<file path="src/rtl/multicycle_control_if.sv">
// Controller <-> datapath bundle for the multicycle MIPS core.
// The master side is the controller; the slave side is the datapath.
interface multicycle_control_if #(
    parameter int STATE_W = 4
);
    logic [5:0]         opcode;
    logic [5:0]         funct;
    logic               zero;
    logic [2:0]         ALUOp;
    logic               ALUSrcA;
    logic [1:0]         ALUSrcB;
    logic [1:0]         PCSrc;
    logic               IorD;
    logic               IRWrite;
    logic               MemWrite;
    logic               RegDst;
    logic               MemtoReg;
    logic               RegWrite;
    logic               PCEn;
    logic [STATE_W-1:0] state_o;

    modport master (
        input  opcode, funct, zero,
        output ALUOp, ALUSrcA, ALUSrcB, PCSrc, IorD, IRWrite,
        output MemWrite, RegDst, MemtoReg, RegWrite, PCEn, state_o
    );

    modport slave (
        output opcode, funct, zero,
        input  ALUOp, ALUSrcA, ALUSrcB, PCSrc, IorD, IRWrite,
        input  MemWrite, RegDst, MemtoReg, RegWrite, PCEn, state_o
    );
endinterface

</file>
<file path="src/rtl/multicycle_control.sv">
// Moore-style main controller for the multicycle MIPS datapath.
// Sequences lw, sw, R-type, beq, addi and j through fetch/decode/execute.
module multicycle_control #(
    parameter int STATE_W = 4
) (
    input  logic                 clk,
    input  logic                 rst,
    multicycle_control_if.master bus
);
    typedef enum logic [STATE_W-1:0] {
        FETCH    = 'd0,
        DECODE   = 'd1,
        MEMADR   = 'd2,
        MEMRD    = 'd3,
        MEMWB    = 'd4,
        MEMWR    = 'd5,
        EXECUTE  = 'd6,
        ALUWB    = 'd7,
        BRANCH   = 'd8,
        ADDIEXEC = 'd9,
        ADDIWB   = 'd10,
        JUMP     = 'd11
    } state_t;

    localparam logic [5:0] OP_RTYPE = 6'b000000;
    localparam logic [5:0] OP_LW    = 6'b100011;
    localparam logic [5:0] OP_SW    = 6'b101011;
    localparam logic [5:0] OP_BEQ   = 6'b000100;
    localparam logic [5:0] OP_ADDI  = 6'b001000;
    localparam logic [5:0] OP_J     = 6'b000010;

    state_t state;
    state_t next;
    logic   pc_write;
    logic   branch;
    logic   ir_write;
    logic   mem_write;
    logic   reg_write;
    logic   funct_ok;

    always_comb begin
        funct_ok = 1'b0;
        case (bus.funct)
            6'b100000, 6'b100010, 6'b100100,
            6'b100101, 6'b101010: funct_ok = 1'b1;
            default:              funct_ok = 1'b0;
        endcase
    end

    always_ff @(posedge clk or posedge rst) begin
        if (rst) state <= FETCH;
        else     state <= next;
    end

    always_comb begin
        next         = FETCH;
        bus.ALUOp    = 3'b010;
        bus.ALUSrcA  = 1'b0;
        bus.ALUSrcB  = 2'b00;
        bus.PCSrc    = 2'b00;
        bus.IorD     = 1'b0;
        bus.RegDst   = 1'b0;
        bus.MemtoReg = 1'b0;
        ir_write     = 1'b0;
        mem_write    = 1'b0;
        reg_write    = 1'b0;
        pc_write     = 1'b0;
        branch       = 1'b0;
        case (state)
            FETCH: begin
                bus.ALUSrcB = 2'b01;
                ir_write    = 1'b1;
                pc_write    = 1'b1;
                next        = DECODE;
            end
            DECODE: begin
                bus.ALUSrcB = 2'b11;
                case (bus.opcode)
                    OP_LW, OP_SW: next = MEMADR;
                    OP_RTYPE:     next = funct_ok ? EXECUTE : FETCH;
                    OP_BEQ:       next = BRANCH;
                    OP_ADDI:      next = ADDIEXEC;
                    OP_J:         next = JUMP;
                    default:      next = FETCH;
                endcase
            end
            MEMADR: begin
                bus.ALUSrcA = 1'b1;
                bus.ALUSrcB = 2'b10;
                next        = (bus.opcode == OP_LW) ? MEMRD : MEMWR;
            end
            MEMRD: begin
                bus.IorD = 1'b1;
                next     = MEMWB;
            end
            MEMWB: begin
                bus.MemtoReg = 1'b1;
                reg_write    = 1'b1;
            end
            MEMWR: begin
                bus.IorD  = 1'b1;
                mem_write = 1'b1;
            end
            EXECUTE: begin
                bus.ALUSrcA = 1'b1;
                case (bus.funct)
                    6'b100010: bus.ALUOp = 3'b110;
                    6'b100100: bus.ALUOp = 3'b000;
                    6'b100101: bus.ALUOp = 3'b001;
                    6'b101010: bus.ALUOp = 3'b111;
                    default:   bus.ALUOp = 3'b010;
                endcase
                next = ALUWB;
            end
            ALUWB: begin
                bus.RegDst = 1'b1;
                reg_write  = 1'b1;
            end
            BRANCH: begin
                bus.ALUSrcA = 1'b1;
                bus.ALUOp   = 3'b110;
                bus.PCSrc   = 2'b01;
                branch      = 1'b1;
            end
            ADDIEXEC: begin
                bus.ALUSrcA = 1'b1;
                bus.ALUSrcB = 2'b10;
                next        = ADDIWB;
            end
            ADDIWB: reg_write = 1'b1;
            JUMP: begin
                bus.PCSrc = 2'b10;
                pc_write  = 1'b1;
            end
            default: next = FETCH;
        endcase
    end

    // Reset shows FETCH selects but must never let a write escape.
    assign bus.IRWrite  = ir_write & ~rst;
    assign bus.MemWrite = mem_write & ~rst;
    assign bus.RegWrite = reg_write & ~rst;
    assign bus.PCEn     = (pc_write | (branch & bus.zero)) & ~rst;
    assign bus.state_o  = state;
endmodule

</file>
<file path="src/flat_wrapper.sv">
// flat-port wrapper written by rule: the top's interface ports become plain ports
module multicycle_control_flat 
#(
    parameter int STATE_W = 4
)
  (clk, rst, bus_opcode, bus_funct, bus_zero, bus_ALUOp, bus_ALUSrcA, bus_ALUSrcB, bus_PCSrc, bus_IorD, bus_IRWrite, bus_MemWrite, bus_RegDst, bus_MemtoReg, bus_RegWrite, bus_PCEn, bus_state_o);
  multicycle_control_if #(.STATE_W(STATE_W)) bus_i ();
  input  logic clk;
  input  logic rst;
  input wire logic [$bits(bus_i.opcode)-1:0] bus_opcode;
  input wire logic [$bits(bus_i.funct)-1:0] bus_funct;
  input wire logic [$bits(bus_i.zero)-1:0] bus_zero;
  output wire logic [$bits(bus_i.ALUOp)-1:0] bus_ALUOp;
  output wire logic [$bits(bus_i.ALUSrcA)-1:0] bus_ALUSrcA;
  output wire logic [$bits(bus_i.ALUSrcB)-1:0] bus_ALUSrcB;
  output wire logic [$bits(bus_i.PCSrc)-1:0] bus_PCSrc;
  output wire logic [$bits(bus_i.IorD)-1:0] bus_IorD;
  output wire logic [$bits(bus_i.IRWrite)-1:0] bus_IRWrite;
  output wire logic [$bits(bus_i.MemWrite)-1:0] bus_MemWrite;
  output wire logic [$bits(bus_i.RegDst)-1:0] bus_RegDst;
  output wire logic [$bits(bus_i.MemtoReg)-1:0] bus_MemtoReg;
  output wire logic [$bits(bus_i.RegWrite)-1:0] bus_RegWrite;
  output wire logic [$bits(bus_i.PCEn)-1:0] bus_PCEn;
  output wire logic [$bits(bus_i.state_o)-1:0] bus_state_o;
  assign bus_i.opcode = bus_opcode;
  assign bus_i.funct = bus_funct;
  assign bus_i.zero = bus_zero;
  assign bus_ALUOp = bus_i.ALUOp;
  assign bus_ALUSrcA = bus_i.ALUSrcA;
  assign bus_ALUSrcB = bus_i.ALUSrcB;
  assign bus_PCSrc = bus_i.PCSrc;
  assign bus_IorD = bus_i.IorD;
  assign bus_IRWrite = bus_i.IRWrite;
  assign bus_MemWrite = bus_i.MemWrite;
  assign bus_RegDst = bus_i.RegDst;
  assign bus_MemtoReg = bus_i.MemtoReg;
  assign bus_RegWrite = bus_i.RegWrite;
  assign bus_PCEn = bus_i.PCEn;
  assign bus_state_o = bus_i.state_o;
  multicycle_control #(.STATE_W(STATE_W)) u_core (.clk(clk), .rst(rst), .bus(bus_i));
endmodule
</file>
<file path="config.mk">
export PLATFORM = sky130hd
export DESIGN_NAME = multicycle_control_flat
export DESIGN_NICKNAME = d
export VERILOG_FILES = /design/src/rtl/multicycle_control_if.sv /design/src/rtl/multicycle_control.sv /design/src/flat_wrapper.sv
export SDC_FILE = /design/constraint.sdc
export NUM_CORES = 1
export LEC_CHECK = 0
export CORE_UTILIZATION = 33
export CTS_BUF_LIST = sky130_fd_sc_hd__clkbuf_16
export DETAILED_ROUTE_END_ITERATION = 10
export GPL_ROUTABILITY_DRIVEN = 0
export HOLD_SLACK_MARGIN = 0.08
export PLACE_DENSITY_LB_ADDON = 0.12
export RECOVER_POWER = 50
export SLEW_MARGIN = 20
export SYNTH_ARGS = -nofsm -noshare
export SYNTH_HDL_FRONTEND = slang
export SYNTH_SLANG_ARGS = --single-unit
export TNS_END_PERCENT = 100
</file>
<file path="constraint.sdc">
create_clock -name clk -period 1.95 [get_ports clk]
set_input_delay 0.2925 -clock clk [delete_from_list [all_inputs] [get_ports clk]]
set_output_delay 0.2925 -clock clk [all_outputs]
set_load 0.02 [all_outputs]
</file>
Word-level counts from Yosys, hierarchy flattened
Cells that the tools add are included.

Bits of input ports: 15. Register bits: 4. Word-level logic and storage cells: 56. Output and inout bits: 19.

Mux-type cells: 18. Reduce and logical (&&, ||, !) cells: 9. Bitwise operators: 7. Eq/ne operators: 21.

Operators with widths (number): $eq A6 B6 Y1 const B (7); $pmux W4 S6 (1); $pmux W4 S5 (1); $eq A4 B3 Y1 const B (4); $eq A4 B4 Y1 const B (4); $pmux W3 S4 (1); $mux W1 (10); $eq A4 B2 Y1 const B (2); $reduce_or A2 Y1 (4); $eq A6 B2 Y1 const B (1); $eq A6 B3 Y1 const B (1); $eq A6 B4 Y1 const B (1); $logic_not A6 Y1 (1); $mux W3 (2); $pmux W2 S3 (1); $pmux W3 S2 (1); $and A1 B1 Y1 (5); $reduce_or A5 Y1 (1); $eq A4 B1 Y1 const B (1); $logic_not A4 Y1 (1); $pmux W2 S2 (1); $reduce_or A4 Y1 (1); $reduce_or A3 Y1 (1); $not A1 Y1 (1); $or A1 B1 Y1 (1).

Longest topological paths before layout
Gate-level depths: netlist (run 1).

Depth in word-level cells: 6. Depth in mapped cells: 5. Mapped depth without buffers: 4.

Worst setup path after synthesis (run 1)
OpenSTA, ideal clock, no wires.

Path type: register to output. Start: register u_core.state[3] (netlist: u_core.bus.state_o[3]). End: output bus_RegWrite. Slack: -0.106 ns. Buffers on the path: 1. Data required time: 1.657 ns. Cell stages (with the launch flop): 6. Arrival: 1.763 ns. Cells stage by stage: dfrtp_1 clkbuf_1 nand2b_1 nor3_1 a21oi_1 nor2_1.

Longest elaborated chain between the ends: 4. Elaborated cells between the ends (all ways): 6. Classes of those cells: eq/ne (3); mux (1); bitwise (1); reduce/logical (1).

RTL lines: from (decl) (RTL line multicycle_control.sv:32) `state_t state;`; from (signal assigned) (RTL line multicycle_control.sv:52) `else state <= next;`; $eq A4 B3 Y1 / $eq A4 B4 Y1 (equally long branches) (RTL line multicycle_control.sv:69) `case (state)`; $reduce_or A3 Y1 (no source line) *; $mux W1 * (RTL line multicycle_control.sv:69); $and A1 B1 Y1 * (RTL line multicycle_control.sv:142) `assign bus.RegWrite = reg_write & ~rst;`; to (decl) (RTL line flat_wrapper.sv:22) `output wire logic [$bits(bus_i.RegWrite)-1:0] bus_RegWrite;`.

Mark *: on every way between the ends. The rest lies on a longest branch, timed or not.

Final worst setup path (run 1)
Start: input bus_funct[4]. End: output bus_ALUOp[1].

Longest elaborated chain between the ends: 3. Elaborated cells between the ends (all ways): 6. Classes of those cells: eq/ne (4); mux (2).

RTL lines: from (decl) (RTL line flat_wrapper.sv:11) `input wire logic [$bits(bus_i.funct)-1:0] bus_funct;`; $eq A6 B6 Y1 (RTL line multicycle_control.sv:106) `case (bus.funct)`; $pmux W3 S4 * (RTL line multicycle_control.sv:106); $pmux W3 S2 * (RTL line multicycle_control.sv:69); to (decl) (RTL line flat_wrapper.sv:13) `output wire logic [$bits(bus_i.ALUOp)-1:0] bus_ALUOp;`.

Marks and branches as above.

==> results.md, run 1 <==
- The flow ran to the end, and the final reports show no timing, DRC or antenna violations.
- The largest voltage drop on the vdd net is between 500 and 600 uV.
- The post-route standard cell area excluding fillers is 0.00101 mm^2.
- The overall power of the completed layout is roughly 0.9 mW.
- The number of pins with negative max-slew slack in the final report came to 0.
- The number of global-route vias before repair is 563.
- The synthesized netlist occupies a cell area of about 480 um^2.
- The number of warning messages in the yosys log is 0.
- The total clock buffers created by CTS is 3.
- By instance count, the cell type seen most on the critical path is nand2b_1.
- The clock tree from TritonCTS is built.
- Setup repair after global routing left no endpoint under its margin.
- The clock tree buffer depth is 2.
- For this block, the routed nets add up to about 1.7 mm of wire.
- The number of ports placed on the die boundary is 34.
- The initial antenna violation count came to 0.
- The upper clock frequency limit is 526 MHz.
- Of the cells placed in the final design, the portion with a size suffix greater than 1 is roughly 28%.
- The vias after detailed routing is between 700 and 800.
- The start-to-end type of the worst setup path is input pin to primary output.
- After detailed routing, the average wire length per cell comes to ~13 um.
- The final number of hold-violating endpoints is 0.
- For this run the aggregate overflow at the end of global routing stands at 0.
- The count of fill cells added during filler insertion is between 100 and 150.
- The average instance in the mapped netlist occupies just under 7 um^2.
- The port buffer count is 33.
- The library cell used most frequently in the layout, excluding fill and tap cells, is buf_4.
- Walking the worst path, the cells encountered are clkdlybuf4s50_1 -> nand2b_1 -> or3_4 -> nand2b_1 -> clkdlybuf4s15_2.
- The cell count after synthesis is between 60 and 70.
- The total routing resource utilization after global routing is between 20% and 30%.
- Counting I/O delays and the setup requirement, the final critical path takes between 1.5 and 2 ns.
- The internal reg-to-reg setup slack is approximately 0.06 ns.
- The die covers between 0.0015 and 0.002 mm^2.
- The buffers inserted during post-CTS setup optimization is 0.
- The met1 usage is approximately 24%.
- Dividing total power by cell area gives a power density of slightly below 900 mW/mm^2.
- The detail route stage leaves a number of antenna-violating nets equal to 0.
- The internal portion of the total power is 0.567 mW.
- After detailed placement, the design holds a cell count of 130.
- The flip-flop count of the largest register after layout is 4.
- The number of buffers added to fix hold violations after cts is 0.
- In the global route stage, met3 resource usage came out at 5.00%.
- Counting every net in the synthesized netlist gives 84.
- Prior to clock tree synthesis, the placed netlist has a worst setup slack of -0.348 ns.
- The register clock-pin slew on the reported worst setup and hold paths is about 0.030 ns.
- The number of failing setup endpoints in the final timing report is 0.
- The maximum number of pins on one net before global-route repair is 14.
- The net count of the finished layout is about 140.
- The finished layout holds between 100 and 150 standard cells, fillers aside.
- The worst hold path belongs to the class input pin to asynchronous set/reset pin.
- The number of buffers and inverters on the critical path is 2.
- The total number of clock tree sinks is 4.
- The DRC violation count after routing is 0.
- The first-pass iteration count of the detailed router is 4.
- Synthesis instantiated 29 different standard cells from the library.
- The antenna cell count is 0.
- The fraction of power consumed by sequential logic is between 10% and 20%.
- At the worst endpoint, the required time is roughly 1.7 ns.
- The leakage power is ~0.45 nW.
- The clock arrives with 0.00138 ns of skew.
- In the layout the commonest cells are buf_4, clkdlybuf4s50_1, nor2_1.
- Summed over all nets, the switching power comes to roughly 0.33 mW.
- Dividing the detail-routed via count by the number of cells gives 5.30.
- The switching share of total power is 36.6%.
- The total area inside the core boundary comes to ~0.0013 mm^2.
- The number of core rows is 13.
- For this configuration, the core starts out at a cell density of 35.9%.
- Clock latency on the worst-skew pair, taken at its later pin, is ~0.23 ns.
- On the worst path, the slowest cell contributes a delay of 0.39 ns.
- The violation count after the first detailed-route iteration is 7.
- Setup slack on the critical path of the routed design comes to between 0.04 and 0.05 ns.
- Data arrives at the worst endpoint at around 1.6 ns.
- Of the available clock period, the critical path in the final layout requires ~98%.
- The y dimension of the die is between 40 and 50 um.
- The tool flagged a number of max-cap violations equal to 0.
- Once placement finished, the instance area stood at around 950 um^2.
- The most used routing layer in global routing is met2.
- In this run the number of H-tree levels came out at 1.
- The kind of end point of the critical path is a primary output.
- The global routing met2 resource utilization is 43.5%.
- Relative to the synthesized area, the layout overhead comes to 112%.
- The highest-delay cell along the critical path is clkdlybuf4s50_1.
- In this run the tightest slew margin relative to its limit is approximately three quarters.
- On the critical path the largest part of the delay comes from simple AND/OR/NAND/NOR gates.
- STA classifies the critical path startpoint as an input pin.
- The first-pass GRT wire length is 2.42 mm.
- Detailed placement ended at an HPWL of 1.24 mm.
- The portion of the post-synthesis area used by sequential elements is about a fifth.
- Of all nets on the critical path, the largest fanout is 3.
- At the pin with the least slew margin, the transition time is 0.346 ns.
- The flop and latch count out of synthesis is 4.
- The clock network is responsible for 35.9% of the overall power.
- The cell at the root of the clock tree is clkbuf_16.
- The combinational group share of total power is around half.
- The die outline width is about 40 um.
-- synth_stat cells --
cell type	count	share of area, %
or2_1	1	1.3
mux2i_1	1	2.1
nor2b_1	1	1.3
nand2b_1	6	7.8
nor4_1	3	3.9
a21o_1	1	1.6
a32oi_1	1	1.8
or2_2	3	3.9
a221oi_1	1	1.8
a211oi_1	1	1.6
xnor2_1	2	3.7
o311ai_1	1	1.8
a31oi_1	3	3.9
nand4b_1	1	1.8
clkbuf_1	4	3.1
a2111o_1	1	2.3
or4b_1	1	2.1
nor3b_1	2	3.1
nand4_1	1	1.3
and3b_1	1	1.8
o21bai_1	1	1.6
o21ai_0	1	1.0
or3_1	1	1.3
nor3_1	7	7.3
inv_1	3	2.3
a21oi_1	3	3.1
nor2_1	8	6.3
nand2_1	5	3.9
dfrtp_1	4	21
-- final timing paths --
check / start / to / cells after the start
max reg2reg: u_core.bus.state_o[3]$_DFF_PP0_ / u_core.bus.state_o[1]$_DFF_PP0_ / 5
min: rst / u_core.bus.state_o[3]$_DFF_PP0_ / 2
min reg2reg: u_core.bus.state_o[3]$_DFF_PP0_ / u_core.bus.state_o[0]$_DFF_PP0_ / 2
max: bus_funct[4] / bus_ALUOp[1] / 5
max in group asynchronous: rst / u_core.bus.state_o[0]$_DFF_PP0_ / 2
min in group clk: u_core.bus.state_o[3]$_DFF_PP0_ / u_core.bus.state_o[0]$_DFF_PP0_ / 2
-- routing by layer --
| metal | share of wire [%] | routed length (um) | vias to the layer above |
|---|---|---|---|
| li1 | - | - | 353 |
| met1 | 38 | 657 | 319 |
| met2 | 54 | 925 | 29 |
| met3 | 6.2 | 106 | 4 |
| met4 | 1.9 | 33 | 0 |
| met5 | 0 | 0 | - |
-- repair_timing --
item / 4_1_cts / 5_1_grt
resized for setup: 17 / 10
setup endpoints to repair: 11 / 7
hold endpoints to repair: 0 / 0
-- through the flow --
stage                     setup TNS (ns)  util (%)  hold slack, ns
final                                  0      76.1           0.503
after global routing                   0      76.1           0.529
after CTS                              0      75.9           0.405
after detailed placement           -1.22      71.3           0.597
after global placement            -0.928      71.3           0.590
after floorplan                        0         -          0.0586
-- logic make-up after synthesis --
| logic type | count (synthesis) | share of synthesized area (%) |
|---|---|---|
| mux | 1 | 2.09 |
| flops | 4 | 20.9 |
| buf+inv | 7 | 5.48 |
| compound gates | 14 | 20.6 |
| simple gates | 41 | 47.3 |
| xor+xnor | 2 | 3.66 |
-- power groups by stage --
| stage | Sequential (mW) | Combinational [mW] | Clock, mW |
|---|---|---|---|
| finish | 0.110 | 0.463 | 0.321 |
| global route | 0.112 | 0.498 | 0.330 |
| CTS | 0.110 | 0.458 | 0.322 |
| detailed placement | 0.111 | 0.487 | 0 |
| global placement | 0.110 | 0.482 | 0 |
| floorplan | 0.142 | 0.225 | 0 |
-- final cells by class --
class / count / area [um^2] / share of cell area [%]
Clock buffer: 3 / 75.1 / 7.40
Inverter: 3 / 11.3 / 1.11
Multi-Input combinational cell: 58 / 388 / 38.2
Sequential cell: 4 / 100 / 9.86
Tap cell: 15 / 18.8 / 1.85
Timing Repair Buffer: 50 / 422 / 41.6
Note: power is estimated with default switching activity, not from simulation.
==> run 2: changes to the inputs <==
SKIP_CTS_REPAIR_TIMING = 1   (was unset)
clock period = 2.1 ns   (was 1.95 ns; I/O delays follow)
==> results.md, run 2 (synthesized netlist as in run 1, its figures left out) <==
- The slew at the pin with the worst max-slew slack is 0.372 ns.
- Data on the critical path is required at its endpoint by 1.78 ns.
- The sequential standard cell area is 100 um^2.
- The upper clock frequency limit is 514 MHz.
- The number of global-route vias before repair is about 560.
- Setup violations remaining at the end of the flow were counted as 0.
- At the placement stage, the worst setup path has a slack of -0.223 ns.
- TritonCTS built the clock tree.
- Pin placement for this block handled 34 I/O pins.
- Summed over all layers, the routed wires come to 1.63 mm.
- The worst register-to-register path has a depth of 5.
- After detailed routing, the number of vias per cell comes to 5.34.
- Measured along the x axis, the die boundary spans 40.1 um.
- The worst setup path is launched from a flop.
- Before antenna repair, the detailed router went through 4 iterations.
- Fill cells in the final layout number roughly 110.
- The critical path is of the flop to primary output type.
- The repair_antennas step left the layout with diodes totalling 0.
- In this run the number of H-tree levels came out at 1.
- For this block, the initial DRC count from the detailed router was 21.
- The port buffer count is 33.
- In the layout the commonest cells are clkdlybuf4s50_1, buf_4, nor2_1, dlymetal6s2s_1, nor3_1.
- The final worst setup slack is 0.155 ns.
- Summed over all failing endpoints, the final setup total negative slack is 0 ns.
- The area of the die is about 0.0016 mm^2.
- The longest clock path from root to sink contains 2 buffers.
- On the final layout, the worst clock skew is approximately 0.002 ns.
- The worst register-to-register path has a setup slack of approximately 0.19 ns.
- Power spread over the standard cell area amounts to between 800 and 900 mW/mm^2.
- The run finished with clean final reports.
- Setup repair after global routing left no endpoint under its margin.
- The startpoint of the most critical register-to-register path is u_core.bus.state_o[3]$_DFF_PP0_.
- The number of pins with negative max-slew slack in the final report is 0.
- The maximum number of pins on one net before global-route repair is 14.
- After floorplanning, the core was divided into 13 placement rows.
- The worst setup path is captured at a primary output.
- The final number of hold-violating endpoints came to 0.
- The initial antenna violation count is 0.
- The later pin in the worst-skew pair is clocked with a latency of about 0.22 ns.
- In the final layout, the share of cells above drive strength 1 is between 10% and 20%.
- The combined area of the multi-input logic cells is between 300 and 400 um^2.
- The DRC violation count after routing is 0.
- The tightest min-delay check is of the input pin to asynchronous set/reset pin type.
- The smallest clock period supported by the final layout is computed as slightly below 2 ns.
- The maximum fanout encountered on the critical timing path is 7.
- The post-detailed-placement cell area is around 900 um^2.
- The post-detailed-placement half-perimeter wirelength is about 1.3 mm.
- Data on the critical path arrives at its endpoint at about 1.6 ns.
- The post-route standard cell area excluding fillers is 967 um^2.
- The tree is rooted in a clkbuf_16.
- The initial cell density of the core is a little over a third.
- The area of the core is ~0.0013 mm^2.
- The clock net in this run drives a total of 4 sinks.
- IR analysis of the VDD net gives a maximum drop of between 700 and 800 uV.
- The first global-routing pass estimated 2.30 mm of wire.
- In this run the static leakage power is 0.491 nW.
- The total routing resource utilization after global routing is 21.7%.
- Leaving out fill and tap cells, the most frequent cell in the layout is clkdlybuf4s50_1.
- The y dimension of the die is ~40 um.
- Across the run, the number of max-cap violations was 0.
- The tightest slew margin relative to the limit is roughly 75%.
- The remaining global-route overflow is 0.
- The final net count is 130.
- The flip-flop count of the largest register after layout is 4.
- After clock tree synthesis, the clock-pin slew on the worst setup and hold paths is about 0.030 ns.
- The post-detailed-route count of antenna-violating nets is 0.
- The wire length per cell after detailed routing is between 10 and 15 um.
- After layout, the worst path uses a little over 90% of the clock period.
- From synthesis to final layout, the design area changed by 102%.
- The vias after detailed routing is 684.
- Buffers inserted during clock tree synthesis total 3.
- The worst flop-to-flop path endpoint is u_core.bus.state_o[1]$_DFF_PP0_.
-- run 2: final cells by class --
class	count	area share (%)
clock buffer	3	7.76
inverter	3	1.16
multi-input combinational	58	36.5
sequential	4	10.3
tap	15	1.94
timing repair buffer	45	42.3
-- run 2: worst max path at each step --
stage,from,to
floorplan,u_core.bus.state_o[3]$_DFF_PP0_,bus_RegWrite
global placement,bus_funct[4],bus_ALUOp[2]
detailed placement,bus_funct[4],bus_ALUOp[2]
CTS,bus_funct[4],bus_ALUOp[2]
global route,bus_opcode[0],u_core.bus.state_o[1]$_DFF_PP0_
finish,u_core.bus.state_o[2]$_DFF_PP0_,bus_RegDst
-- run 2: critical path, stage by stage, from the launching register on --
cell             delay, ns
dfrtp_1               0.44
nand2b_1              0.11
buf_4                 0.16
nor2_1                0.10
clkdlybuf4s50_1       0.60
-- run 2: per-stage QoR --
step	instances	total power, mW	util [%]	hold WS, ns
2_1_floorplan	69	0.335	-	0.0811
3_3_place_gp	125	0.541	67.7	0.588
3_5_place_dp	125	0.544	67.7	0.613
4_1_cts	128	0.845	73.4	0.410
5_1_grt	128	0.852	72.5	0.537
6_report	128	0.812	72.5	0.516
-- run 2: layer usage --
layer	GRT usage, %	share of wire, %	up-vias
met4	5.17	0.80	0
met1	23.5	42	309
met3	5.00	7.4	2
met5	0	0	-
met2	41.5	50	31
li1	-	-	342
-- run 2: power breakdown --
part | switching [mW] | internal [mW] | total, mW
clock network | 0.0506 | 0.243 | 0.293
registers | 0.0127 | 0.0939 | 0.107
logic | 0.227 | 0.185 | 0.412
==> run 3: changes to the inputs <==
SKIP_LAST_GASP = 1   (was unset)
==> results of run 3 <==
Same layout as run 2: the final DEF is identical, and so are final timing and power.
